===== src/rtl/spi_pkg.sv =====
// Shared definitions for the SPI transfer sequencer.
//   state_t    : sequencer FSM states (IDLE, SETUP, XFER, HOLD, GAP)
//   MAX_BITS   : longest supported word
//   LEN_W      : width of the bit_len field
//   clamp_len(): maps a raw bit_len onto the usable range 1..MAX_BITS
package spi_pkg;

    localparam int MAX_BITS = 32;
    localparam int LEN_W    = 6;

    typedef enum logic [2:0] {
        IDLE  = 3'd0,
        SETUP = 3'd1,
        XFER  = 3'd2,
        HOLD  = 3'd3,
        GAP   = 3'd4
    } state_t;

    // A length of 0, or anything beyond MAX_BITS, means a full-width word.
    function automatic logic [LEN_W-1:0] clamp_len(input logic [LEN_W-1:0] len);
        logic [LEN_W-1:0] res;
        if ((len == 6'd0) || (len > LEN_W'(MAX_BITS))) begin
            res = LEN_W'(MAX_BITS);
        end else begin
            res = len;
        end
        return res;
    endfunction

endpackage


===== src/rtl/spi_sclk_edge_gen.sv =====
// SCLK generator for the SPI sequencer.
// While en is high a half-period counter runs; every HALF_DIV clk cycles it
// raises tick. On a tick SCLK toggles unless park is high, in which case the
// tick only marks time and SCLK stays at its idle level.
// lead/trail are combinational and high in the cycle whose closing clk edge
// toggles SCLK, so the caller can act on exactly that edge.
// Ports:
//   clk, rst_n : clock, async active-low reset
//   en         : run the half-period counter (SCLK parked at cpol when low)
//   park       : count the half period but suppress the toggle
//   cpol       : SCLK idle level
//   sclk       : registered SCLK
//   tick       : end of a half period
//   lead/trail : this tick toggles SCLK away from / back to cpol
module spi_sclk_edge_gen #(
    parameter int HALF_DIV = 25
) (
    input  logic clk,
    input  logic rst_n,
    input  logic en,
    input  logic park,
    input  logic cpol,
    output logic sclk,
    output logic tick,
    output logic lead,
    output logic trail
);

    localparam int HCW = (HALF_DIV > 1) ? $clog2(HALF_DIV) : 1;
    localparam logic [HCW-1:0] HC_LAST = HCW'(HALF_DIV - 1);

    logic [HCW-1:0] hcnt_r;
    logic           sclk_r;

    // Half-period end and edge classification from current SCLK level.
    always_comb begin
        tick  = en && (hcnt_r == HC_LAST);
        lead  = tick && !park && (sclk_r == cpol);
        trail = tick && !park && (sclk_r != cpol);
    end

    // Half-period counter; restarts whenever the generator is disabled.
    always_ff @(posedge clk or negedge rst_n) begin
        if (!rst_n) begin
            hcnt_r <= '0;
        end else if (!en || tick) begin
            hcnt_r <= '0;
        end else begin
            hcnt_r <= hcnt_r + HCW'(1);
        end
    end

    // SCLK register: idle level when disabled, toggles on unparked ticks.
    always_ff @(posedge clk or negedge rst_n) begin
        if (!rst_n) begin
            sclk_r <= 1'b0;
        end else if (!en) begin
            sclk_r <= cpol;
        end else if (tick && !park) begin
            sclk_r <= ~sclk_r;
        end else begin
            sclk_r <= sclk_r;
        end
    end

    assign sclk = sclk_r;

endmodule


===== src/rtl/spi_xfer_sequencer.sv =====
// SPI master single-word transfer sequencer.
// Accepts a request in IDLE, drops CS_n, waits CS_SETUP cycles, runs 2N SCLK
// half-periods plus one resting half-period, holds CS_n for CS_HOLD cycles,
// then raises CS_n with a done pulse and the received word, and keeps busy
// high for a further CS_IDLE cycles.
// Ports:
//   clk, rst_n        : clock, async active-low reset
//   start             : request, level-sampled in IDLE
//   cpol, cpha        : SPI mode, latched at accept
//   bit_len           : word length (0 or >32 means 32), latched at accept
//   tx_data           : word to send, right-aligned, MSB first
//   busy              : accept through end of the CS idle gap
//   done              : one-cycle completion pulse
//   rx_data           : received word, right-aligned, zero-extended
//   SCLK, MOSI, CS_n  : registered SPI pins
//   MISO              : SPI data in
module spi_xfer_sequencer
    import spi_pkg::*;
#(
    parameter int HALF_DIV = 25,
    parameter int CS_SETUP = 2,
    parameter int CS_HOLD  = 2,
    parameter int CS_IDLE  = 2
) (
    input  logic                clk,
    input  logic                rst_n,
    input  logic                start,
    input  logic                cpol,
    input  logic                cpha,
    input  logic [LEN_W-1:0]    bit_len,
    input  logic [MAX_BITS-1:0] tx_data,
    output logic                busy,
    output logic                done,
    output logic [MAX_BITS-1:0] rx_data,
    output logic                SCLK,
    output logic                MOSI,
    input  logic                MISO,
    output logic                CS_n
);

    localparam int PH_MAX = (CS_SETUP > CS_HOLD) ?
                            ((CS_SETUP > CS_IDLE) ? CS_SETUP : CS_IDLE) :
                            ((CS_HOLD > CS_IDLE) ? CS_HOLD : CS_IDLE);
    localparam int PCW = $clog2(PH_MAX + 1);
    localparam logic [PCW-1:0] SETUP_LAST = PCW'(CS_SETUP - 1);
    localparam logic [PCW-1:0] HOLD_LAST  = PCW'(CS_HOLD - 1);
    localparam logic [PCW-1:0] IDLE_LAST  = PCW'(CS_IDLE - 1);

    state_t                state_r, state_nxt;
    logic [PCW-1:0]        ph_cnt_r;
    logic [6:0]            edge_cnt_r;
    logic                  cpol_r, cpha_r;
    logic [LEN_W-1:0]      len_r;
    logic [MAX_BITS-1:0]   tx_sh_r, rx_sh_r, rx_data_r;
    logic                  mosi_r, cs_n_r, busy_r, done_r;

    logic                  accept_s, ph_last_s, hold_end_s, gap_end_s;
    logic                  tick_s, lead_s, trail_s, park_s, last_trail_s;
    logic                  adv_s, sample_s, gen_en_s, gen_cpol_s, sclk_s;
    logic [LEN_W-1:0]      len_acc_s;
    logic [6:0]            align_s, two_n_s;
    logic [MAX_BITS-1:0]   tx_align_s;

    // Request decode and left-alignment of the outgoing word at accept.
    always_comb begin
        accept_s   = (state_r == IDLE) && start;
        len_acc_s  = clamp_len(bit_len);
        align_s    = 7'(MAX_BITS) - {1'b0, len_acc_s};
        tx_align_s = tx_data << align_s;
    end

    // End-of-phase detection for the fixed-length CS phases.
    always_comb begin
        ph_last_s = 1'b0;
        case (state_r)
            SETUP:   ph_last_s = (ph_cnt_r == SETUP_LAST);
            HOLD:    ph_last_s = (ph_cnt_r == HOLD_LAST);
            GAP:     ph_last_s = (ph_cnt_r == IDLE_LAST);
            default: ph_last_s = 1'b0;
        endcase
        hold_end_s = (state_r == HOLD) && ph_last_s;
        gap_end_s  = (state_r == GAP) && ph_last_s;
    end

    // Edge bookkeeping: after 2N toggles the next tick is the resting half.
    always_comb begin
        two_n_s      = {len_r, 1'b0};
        park_s       = (edge_cnt_r == two_n_s);
        last_trail_s = (edge_cnt_r == (two_n_s - 7'd1));
        gen_en_s     = (state_r == XFER);
        gen_cpol_s   = (state_r == IDLE) ? cpol : cpol_r;
        adv_s        = cpha_r ? lead_s : (trail_s && !last_trail_s);
        sample_s     = cpha_r ? trail_s : lead_s;
    end

    spi_sclk_edge_gen #(
        .HALF_DIV (HALF_DIV)
    ) u_sclk_gen (
        .clk   (clk),
        .rst_n (rst_n),
        .en    (gen_en_s),
        .park  (park_s),
        .cpol  (gen_cpol_s),
        .sclk  (sclk_s),
        .tick  (tick_s),
        .lead  (lead_s),
        .trail (trail_s)
    );

    // FSM state register.
    always_ff @(posedge clk or negedge rst_n) begin
        if (!rst_n) begin
            state_r <= IDLE;
        end else begin
            state_r <= state_nxt;
        end
    end

    // FSM next-state logic.
    always_comb begin
        state_nxt = state_r;
        case (state_r)
            IDLE: begin
                if (start) state_nxt = SETUP;
                else       state_nxt = IDLE;
            end
            SETUP: begin
                if (ph_last_s) state_nxt = XFER;
                else           state_nxt = SETUP;
            end
            XFER: begin
                if (tick_s && park_s) state_nxt = HOLD;
                else                  state_nxt = XFER;
            end
            HOLD: begin
                if (ph_last_s) state_nxt = GAP;
                else           state_nxt = HOLD;
            end
            GAP: begin
                if (ph_last_s) state_nxt = IDLE;
                else           state_nxt = GAP;
            end
            default: state_nxt = IDLE;
        endcase
    end

    // Phase counter for SETUP/HOLD/GAP, cleared on every state change.
    always_ff @(posedge clk or negedge rst_n) begin
        if (!rst_n) begin
            ph_cnt_r <= '0;
        end else if (state_nxt != state_r) begin
            ph_cnt_r <= '0;
        end else if ((state_r == SETUP) || (state_r == HOLD) || (state_r == GAP)) begin
            ph_cnt_r <= ph_cnt_r + PCW'(1);
        end else begin
            ph_cnt_r <= '0;
        end
    end

    // Half-period tick counter across XFER (2N toggles plus the resting half).
    always_ff @(posedge clk or negedge rst_n) begin
        if (!rst_n) begin
            edge_cnt_r <= 7'd0;
        end else if (state_r != XFER) begin
            edge_cnt_r <= 7'd0;
        end else if (tick_s) begin
            edge_cnt_r <= edge_cnt_r + 7'd1;
        end else begin
            edge_cnt_r <= edge_cnt_r;
        end
    end

    // Transfer configuration captured at accept.
    always_ff @(posedge clk or negedge rst_n) begin
        if (!rst_n) begin
            cpol_r <= 1'b0;
            cpha_r <= 1'b0;
            len_r  <= '0;
        end else if (accept_s) begin
            cpol_r <= cpol;
            cpha_r <= cpha;
            len_r  <= len_acc_s;
        end else begin
            cpol_r <= cpol_r;
            cpha_r <= cpha_r;
            len_r  <= len_r;
        end
    end

    // Transmit shifter. MOSI shows bit N-1 from CS_n fall; with CPHA=0 the
    // next bit sits one below the MSB, with CPHA=1 the first leading edge
    // re-presents the MSB before shifting.
    always_ff @(posedge clk or negedge rst_n) begin
        if (!rst_n) begin
            tx_sh_r <= '0;
            mosi_r  <= 1'b0;
        end else if (accept_s) begin
            tx_sh_r <= tx_align_s;
            mosi_r  <= tx_align_s[MAX_BITS-1];
        end else if (adv_s) begin
            tx_sh_r <= tx_sh_r << 1;
            mosi_r  <= cpha_r ? tx_sh_r[MAX_BITS-1] : tx_sh_r[MAX_BITS-2];
        end else begin
            tx_sh_r <= tx_sh_r;
            mosi_r  <= mosi_r;
        end
    end

    // Receive shifter: LSB-in, so after N samples the first bit sits at N-1.
    always_ff @(posedge clk or negedge rst_n) begin
        if (!rst_n) begin
            rx_sh_r <= '0;
        end else if (accept_s) begin
            rx_sh_r <= '0;
        end else if (sample_s) begin
            rx_sh_r <= {rx_sh_r[MAX_BITS-2:0], MISO};
        end else begin
            rx_sh_r <= rx_sh_r;
        end
    end

    // Chip select, busy, done and result registers.
    always_ff @(posedge clk or negedge rst_n) begin
        if (!rst_n) begin
            cs_n_r    <= 1'b1;
            busy_r    <= 1'b0;
            done_r    <= 1'b0;
            rx_data_r <= '0;
        end else begin
            done_r <= hold_end_s;
            if (accept_s) begin
                cs_n_r <= 1'b0;
            end else if (hold_end_s) begin
                cs_n_r <= 1'b1;
            end else begin
                cs_n_r <= cs_n_r;
            end
            if (accept_s) begin
                busy_r <= 1'b1;
            end else if (gap_end_s) begin
                busy_r <= 1'b0;
            end else begin
                busy_r <= busy_r;
            end
            if (hold_end_s) begin
                rx_data_r <= rx_sh_r;
            end else begin
                rx_data_r <= rx_data_r;
            end
        end
    end

    assign busy    = busy_r;
    assign done    = done_r;
    assign rx_data = rx_data_r;
    assign SCLK    = sclk_s;
    assign MOSI    = mosi_r;
    assign CS_n    = cs_n_r;

endmodule


===== config.mk =====
export PLATFORM = sky130hd
export DESIGN_NAME = spi_xfer_sequencer
export DESIGN_NICKNAME = d
export VERILOG_FILES = /design/src/rtl/spi_pkg.sv /design/src/rtl/spi_sclk_edge_gen.sv /design/src/rtl/spi_xfer_sequencer.sv
export SDC_FILE = /design/constraint.sdc
export NUM_CORES = 1
export LEC_CHECK = 0
export CAP_MARGIN = 20
export CORE_UTILIZATION = 50
export CTS_BUF_LIST = sky130_fd_sc_hd__clkbuf_8 sky130_fd_sc_hd__clkbuf_16
export DETAILED_ROUTE_END_ITERATION = 8
export GPL_TIMING_DRIVEN = 0
export PLACE_DENSITY = 0.71
export SLEW_MARGIN = 20
export SYNTH_ARGS = -nofsm -noshare
export SYNTH_HDL_FRONTEND = slang
export SYNTH_SLANG_ARGS = --single-unit

===== constraint.sdc =====
create_clock -name clk -period 2.1 [get_ports clk]
set_input_delay 0.525 -clock clk [delete_from_list [all_inputs] [get_ports clk]]
set_output_delay 0.525 -clock clk [all_outputs]
set_load 0.01 [all_outputs]

---- Word-level counts from Yosys, hierarchy flattened ----
Cells that the tools add are included.
storage, ports and cells
  bits in registers ....................... 126
  logic and storage cells ................. 89
cells by class
  mux-type cells .......................... 29
  shifts and indexed selects .............. 1
  $add $sub $neg .......................... 5
  equality and inequality tests ........... 13
  reduce and logical (&&, ||, !) cells .... 24
  $lt $le $gt $ge ......................... 1
  bitwise operators ....................... 1
operator list
  operator                                              number
  2-to-1 mux 32 bit                                     4
  << shifter 32 x 7 -> 32 bit                           1
  2-to-1 mux 1 bit                                      15
  one-hot mux 3 bit (5 select lines)                    1
  equality test 7 bit                                   2
  2-to-1 mux 7 bit                                      2
  nonzero test 2 bit                                    5
  logical AND 1 bit                                     9
  adder 7 x 1 -> 7 bit, second input constant           1
  subtractor 6 x 6 -> 7 bit, first input constant       1
  subtractor 7 x 1 -> 7 bit, second input constant      1
  equality test 3 x 2 -> 1 bit, second input constant   2
  greater-than comparator 6 bit, second input constant  1
  zero test 6 bit                                       1
  2-to-1 mux 2 bit                                      3
  2-to-1 mux 3 bit                                      2
  2-to-1 mux 6 bit                                      1
  adder 5 x 1 -> 5 bit, second input constant           1
  equality test 5 bit, second input constant            1
  2-to-1 mux 5 bit                                      1
  logical OR 1 bit                                      4
  equality test 3 x 1 -> 1 bit, second input constant   1
  equality test 3 bit, second input constant            1
  zero test 1 bit                                       3
  10 further kinds                                      10

---- Longest topological paths before layout ----
  depth after elaboration ................. 8
  mapped depth ............................ 16

---- By module ----
A second synthesis with hierarchy kept.
second synthesis, totals
  cell total of the unflattened synthesis .. 835
  area total of the unflattened synthesis .. 7447.1 µm²
modules (own cells, without submodules)
  module              area each (µm²)  instances  cells each  sequential area each (µm²)
  spi_xfer_sequencer  7123.1           1          803         3004.1
  spi_sclk_edge_gen   324.1            1          32          150.1

---- Worst setup path after synthesis ----
No wires, ideal clock.
  kind .................................... input port to flip-flop
  from .................................... input bit_len[5]
  to ...................................... register tx_sh_r[30]
  slack ................................... -1560 ps
  required time ........................... 1971 ps
  arrival ................................. 3531 ps
  buffers on the path ..................... 6
  cell stages on the path ................. 16
  cells stage by stage .................... clkbuf_1 nor2b_1 clkbuf_1 buf_4 inv_1 clkbuf_1 ha_1 clkbuf_1 buf_2 mux2i_1 inv_1 mux4_2 nor2_1 a21oi_1 a221oi_1 a21oi_1
between the ends
  word-level cells in the longest chain between the ends .. 6
  elaborated cells between the ends (all ways) .. 7
  classes of those cells .................. add/sub: 1; order compare: 1; shift: 1; mux: 2; reduce/logical: 2
RTL lines
  what                                                                     line                       text
  from (decl)                                                              spi_xfer_sequencer.sv:30   input logic [LEN_W-1:0] bit_len,
  greater-than comparator 6 bit / zero test 6 bit (equally long branches)  spi_pkg.sv:22              if ((len == 6'd0) || (len > LEN_W'(MAX_BITS))) begin
  logical OR 1 bit                                                         spi_pkg.sv:22
  2-to-1 mux 6 bit *                                                       spi_pkg.sv:22
  subtractor 6 x 6 -> 7 bit *                                              spi_xfer_sequencer.sv:68   align_s = 7'(MAX_BITS) - {1'b0, len_acc_s};
  << shifter 32 x 7 -> 32 bit *                                            spi_xfer_sequencer.sv:69   tx_align_s = tx_data << align_s;
  2-to-1 mux 32 bit *                                                      spi_xfer_sequencer.sv:197  end else if (accept_s) begin
  to (signal assigned)                                                     spi_xfer_sequencer.sv:198  tx_sh_r <= tx_align_s;
  to (signal assigned)                                                     spi_xfer_sequencer.sv:201  tx_sh_r <= tx_sh_r << 1;
  to (signal assigned)                                                     spi_xfer_sequencer.sv:204  tx_sh_r <= tx_sh_r;
  to (decl)                                                                spi_xfer_sequencer.sv:54   logic [MAX_BITS-1:0] tx_sh_r, rx_sh_r, rx_data_r;
Mark *: on every way between the ends. The rest lies on a longest branch, timed or not.
A chain may end at the register's enable or synchronous reset.

---- Worst setup path after layout ----
  from .................................... input bit_len[5]
  to ...................................... register mosi_r, in the netlist MOSI
between the ends
  word-level cells in the longest chain between the ends .. 6
  elaborated cells between the ends (all ways) .. 7
  classes of those cells .................. add/sub: 1; order compare: 1; shift: 1; mux: 2; reduce/logical: 2
RTL lines
  what                                                                     line                       text
  greater-than comparator 6 bit / zero test 6 bit (equally long branches)  spi_pkg.sv:22
  logical OR 1 bit                                                         spi_pkg.sv:22
  2-to-1 mux 6 bit *                                                       spi_pkg.sv:22
  subtractor 6 x 6 -> 7 bit *                                              spi_xfer_sequencer.sv:68
  << shifter 32 x 7 -> 32 bit *                                            spi_xfer_sequencer.sv:69
  2-to-1 mux 1 bit *                                                       spi_xfer_sequencer.sv:197
  to (signal assigned)                                                     spi_xfer_sequencer.sv:199  mosi_r <= tx_align_s[MAX_BITS-1];
  to (signal assigned)                                                     spi_xfer_sequencer.sv:202  mosi_r <= cpha_r ? tx_sh_r[MAX_BITS-1] : tx_sh_r[MAX_BITS-2];
  to (signal assigned)                                                     spi_xfer_sequencer.sv:205  mosi_r <= mosi_r;
  to (decl)                                                                spi_xfer_sequencer.sv:55   logic mosi_r, cs_n_r, busy_r, done_r;
Marks and branches as above.

==> impl_results.md <==
* Status: finished with violations
* Failing checks: negative setup slack
* Port Buffers at 80
* Layout cell share with drive strength beyond 1 at 28.95%
* Top_reg_cell synth: dfrtp_1
* Cells after Synth at 811
* Hold WS at 81.82 ps
* Seq/Total Area, Yosys at 43.92%
* Leak Pwr at 4.706 nW
* Synth Cell Area at 0.007182 sq mm
* Die Y at 121.9 um
* Root Buffer: clkbuf_16
* Starting density of the core at 51.54%
* DRT Wirelength at 21,980 um
* Initial antenna violation count at 0
* GRT Util Overall at 30.59%
* Die Width at 121.9 um
* Core Util, Final at 74.63%
* Post-route DRC at 0
* P_int at 7.041 mW
* Clock sinks at 126
* RR Endpoint: tx_sh_r[23]
* Largest net degree at the start of global routing at 66
* Area Growth Syn to Fin at 44.81%
* Worst Reg-to-Reg Cells at 9
* Combinational Power Share at 41.8%
* Core Region at 0.01393 sq mm
* Max_cap viols at 0
* Post-synthesis simple-gate area fraction at 21.81%
* Clk slew on worst S/H paths at 60 ps
* Critical path startpoint category: primary input
* Vias in the first global route at 6,778
* Most frequent cells in the layout: 176 x nand2_1, 123 x dfrtp_1, 75 x clkdlybuf4s50_1
* Die Footprint at 0.01485 sq mm
* Post-synth ARST share at 100.0%
* Required time of the critical path at 2440 ps
* Crit path to: MOSI
* Clk_lat worst skew at 420 ps
* CTS buffer count at 17
* PwrDens at 1056 mW/mm^2
* Yosys warns at 0
* Adder-cell share of the synthesized area at 1.045%
* GRT Residual Overflow at 0
* Final setup fails at 65
* Post-Syn Area per Cell at 8.856 sq um
* 1st-iter DRT viols at 576
* Via density at 5.891
* Clock Path Buffers at 2
* Relative slew slack at 47.39%
* RSZ-0062 raised after global routing: true
* Synthesized Nets at 861
* Synth Area in XOR/XNOR at 2.666%
* Number of flops mapped to enable cells by yosys at 0
* Antenna Nets Post-Route at 0
* Worst VDD drop at 0.9472 mV
* Worst Setup End Kind: flop
* CP Class: in -> reg
* Final Wtd Congestion at 0.9280
* Reg power frac at 30.8%
* Mux share of post-synthesis cell area at 14.72%
* Flop2flop setup slack at -380 ps
* Slew @ Worst Pin at 786.3 ps
* Crit-path max FO at 6
* Final min period at 2694 ps
* Tcrit/Tclk final at 128.3%
* Cell row count at 43
* Endpoints failing hold at 0
* Worst setup margin at -593.7 ps
* Psw at 3.943 mW
* Hold-fix buffers, CTS at 0
* Clk pwr share at 27.4%
* Largest family of logic cells by synthesized area: simple AND/OR/NAND/NOR gates
* Hold Crit Class: in -> async
* DP HPWL at 14,280 um
* First-pass GRT wire length at 34,620 um
* Commonest non-fill, non-tap cell in the layout: nand2_1
* Antenna Cells at 0
* Achievable Freq at 0.3712 GHz
* Flops & latches, synth at 126
* CTS tree: done
* Layout Skew at 9.717 ps
* Htree depth at 4
* First-pass DRT Iterations at 5
* Nets@finish at 1,025
* Ports at 81
* DR WL/cell at 18.82 um
* Vias after detailed routing at 6,881
* Compound-cell area share of the yosys netlist at 11.52%
* Count of different cell masters after synthesis at 57
* Crit path from: bit_len[5]
* Crit path DAT at 3030 ps
* Sw frac at 35.89%
* Final Max Slew Viols at 0
* Worst r2r src: state_r[0]
* Pre-CTS WS at -1987 ps
layer usage:
layer  GRT usage (%)  share of wire [%]  vias up
met4           12.19                2.5        0
met3           6.273                6.3       52
met2           49.93                 49      264
met5               0                  0        -
li1                -                  -     3155
met1           39.72                 42     3410
power by group through the flow:
| stage | logic (mW) | registers [mW] | clock network, mW |
|---|---|---|---|
| 5_1_grt | 4.97 | 3.45 | 3.15 |
| 2_1_floorplan | 2.32 | 3.27 | 0 |
| 4_1_cts | 4.12 | 3.31 | 3.04 |
| 6_report | 4.59 | 3.39 | 3.00 |
| 3_5_place_dp | 3.27 | 3.34 | 0 |
| 3_3_place_gp | 3.17 | 3.31 | 0 |
cell families after synthesis:
group,count (synthesis)
mux,86
xor+xnor,21
fa+ha+maj,6
compound gates,133
simple gates,371
buf+inv,68
flops,126
worst max-delay path, cell delays in order:
cell and delay [ps]:
buf_8 100, buf_8 100, nor2b_1 100, buf_4 130, buf_8 110, inv_8 40
ha_4 290, buf_12 160, mux2i_4 180, buf_4 140, buf_4 120, mux4_2 510
mux2i_4 230, a21oi_2 110, a31oi_1 170
state kept, by name, indices dropped and copies added, names as in the netlist:
register,flops
rx_data,32
rx_sh_r,32
tx_sh_r,32
edge_cnt_r,7
len_r,6
u_sclk_gen.hcnt_r,5
state_r,3
ph_cnt_r,2
CS_n,1
MOSI,1
busy,1
cpha_r,1
cpol_r,1
done,1
u_sclk_gen.sclk,1
final cells by class:
type / instances / area [sq um]
multi-input combinational: 618 / 4415
inverter: 15 / 63.81
clock inverter: 12 / 143.9
timing repair buffer: 149 / 1506
sequential: 126 / 3157
fill: 1011 / 3535
buffer: 48 / 421.7
clock buffer: 20 / 466.7
tap: 180 / 225.2
worst min-delay path by stage:
stage | from | slack (ps) | to
finish | rst_n | 80 | edge_cnt_r[5]
global route | rst_n | 130 | edge_cnt_r[3]
CTS | rst_n | 100 | u_sclk_gen.hcnt_r[4]
detailed placement | ph_cnt_r[0] | 430 | ph_cnt_r[0]
global placement | ph_cnt_r[0] | 420 | ph_cnt_r[0]
floorplan | rst_n | 230 | MOSI
Yosys cell counts (10+ instances only):
| library cell | instances | area [sq um] |
|---|---|---|
| nor2_1 | 65 | 244.0 |
| nand3_1 | 44 | 220.2 |
| o21ai_0 | 24 | 120.1 |
| nand2b_1 | 10 | 62.56 |
| inv_1 | 14 | 52.55 |
| o22ai_1 | 11 | 68.82 |
| buf_2 | 14 | 70.07 |
| dfrtp_1 | 125 | 3128 |
| nand2_1 | 216 | 810.8 |
| a21oi_1 | 46 | 230.2 |
| a31oi_1 | 14 | 87.58 |
| mux4_2 | 15 | 337.8 |
| nor3_1 | 10 | 50.05 |
| mux2i_1 | 64 | 640.6 |
| xor2_1 | 13 | 113.9 |
| clkbuf_1 | 29 | 108.9 |
repair_timing:
| item | CTS | global route |
|---|---|---|
| setup endpoints to repair | 65 | 86 |
| pin swaps | 41 | 52 |
| cloned | 12 | 0 |
| resized for setup | 142 | 99 |
| setup buffers | 45 | 11 |
through the flow:
stage	cell area [sq um]	total power, mW	setup TNS [ps]	instances
5_1_grt	10400	11.57	-29560	1168
4_1_cts	10020	10.47	-23840	1159
6_report	10400	10.98	-24530	1168
3_5_place_dp	8402	6.602	-76530	1073
3_3_place_gp	8368	6.484	-605050	1071
2_1_floorplan	7342	5.591	-26430	811
Note: power is estimated with default switching activity, not from simulation.
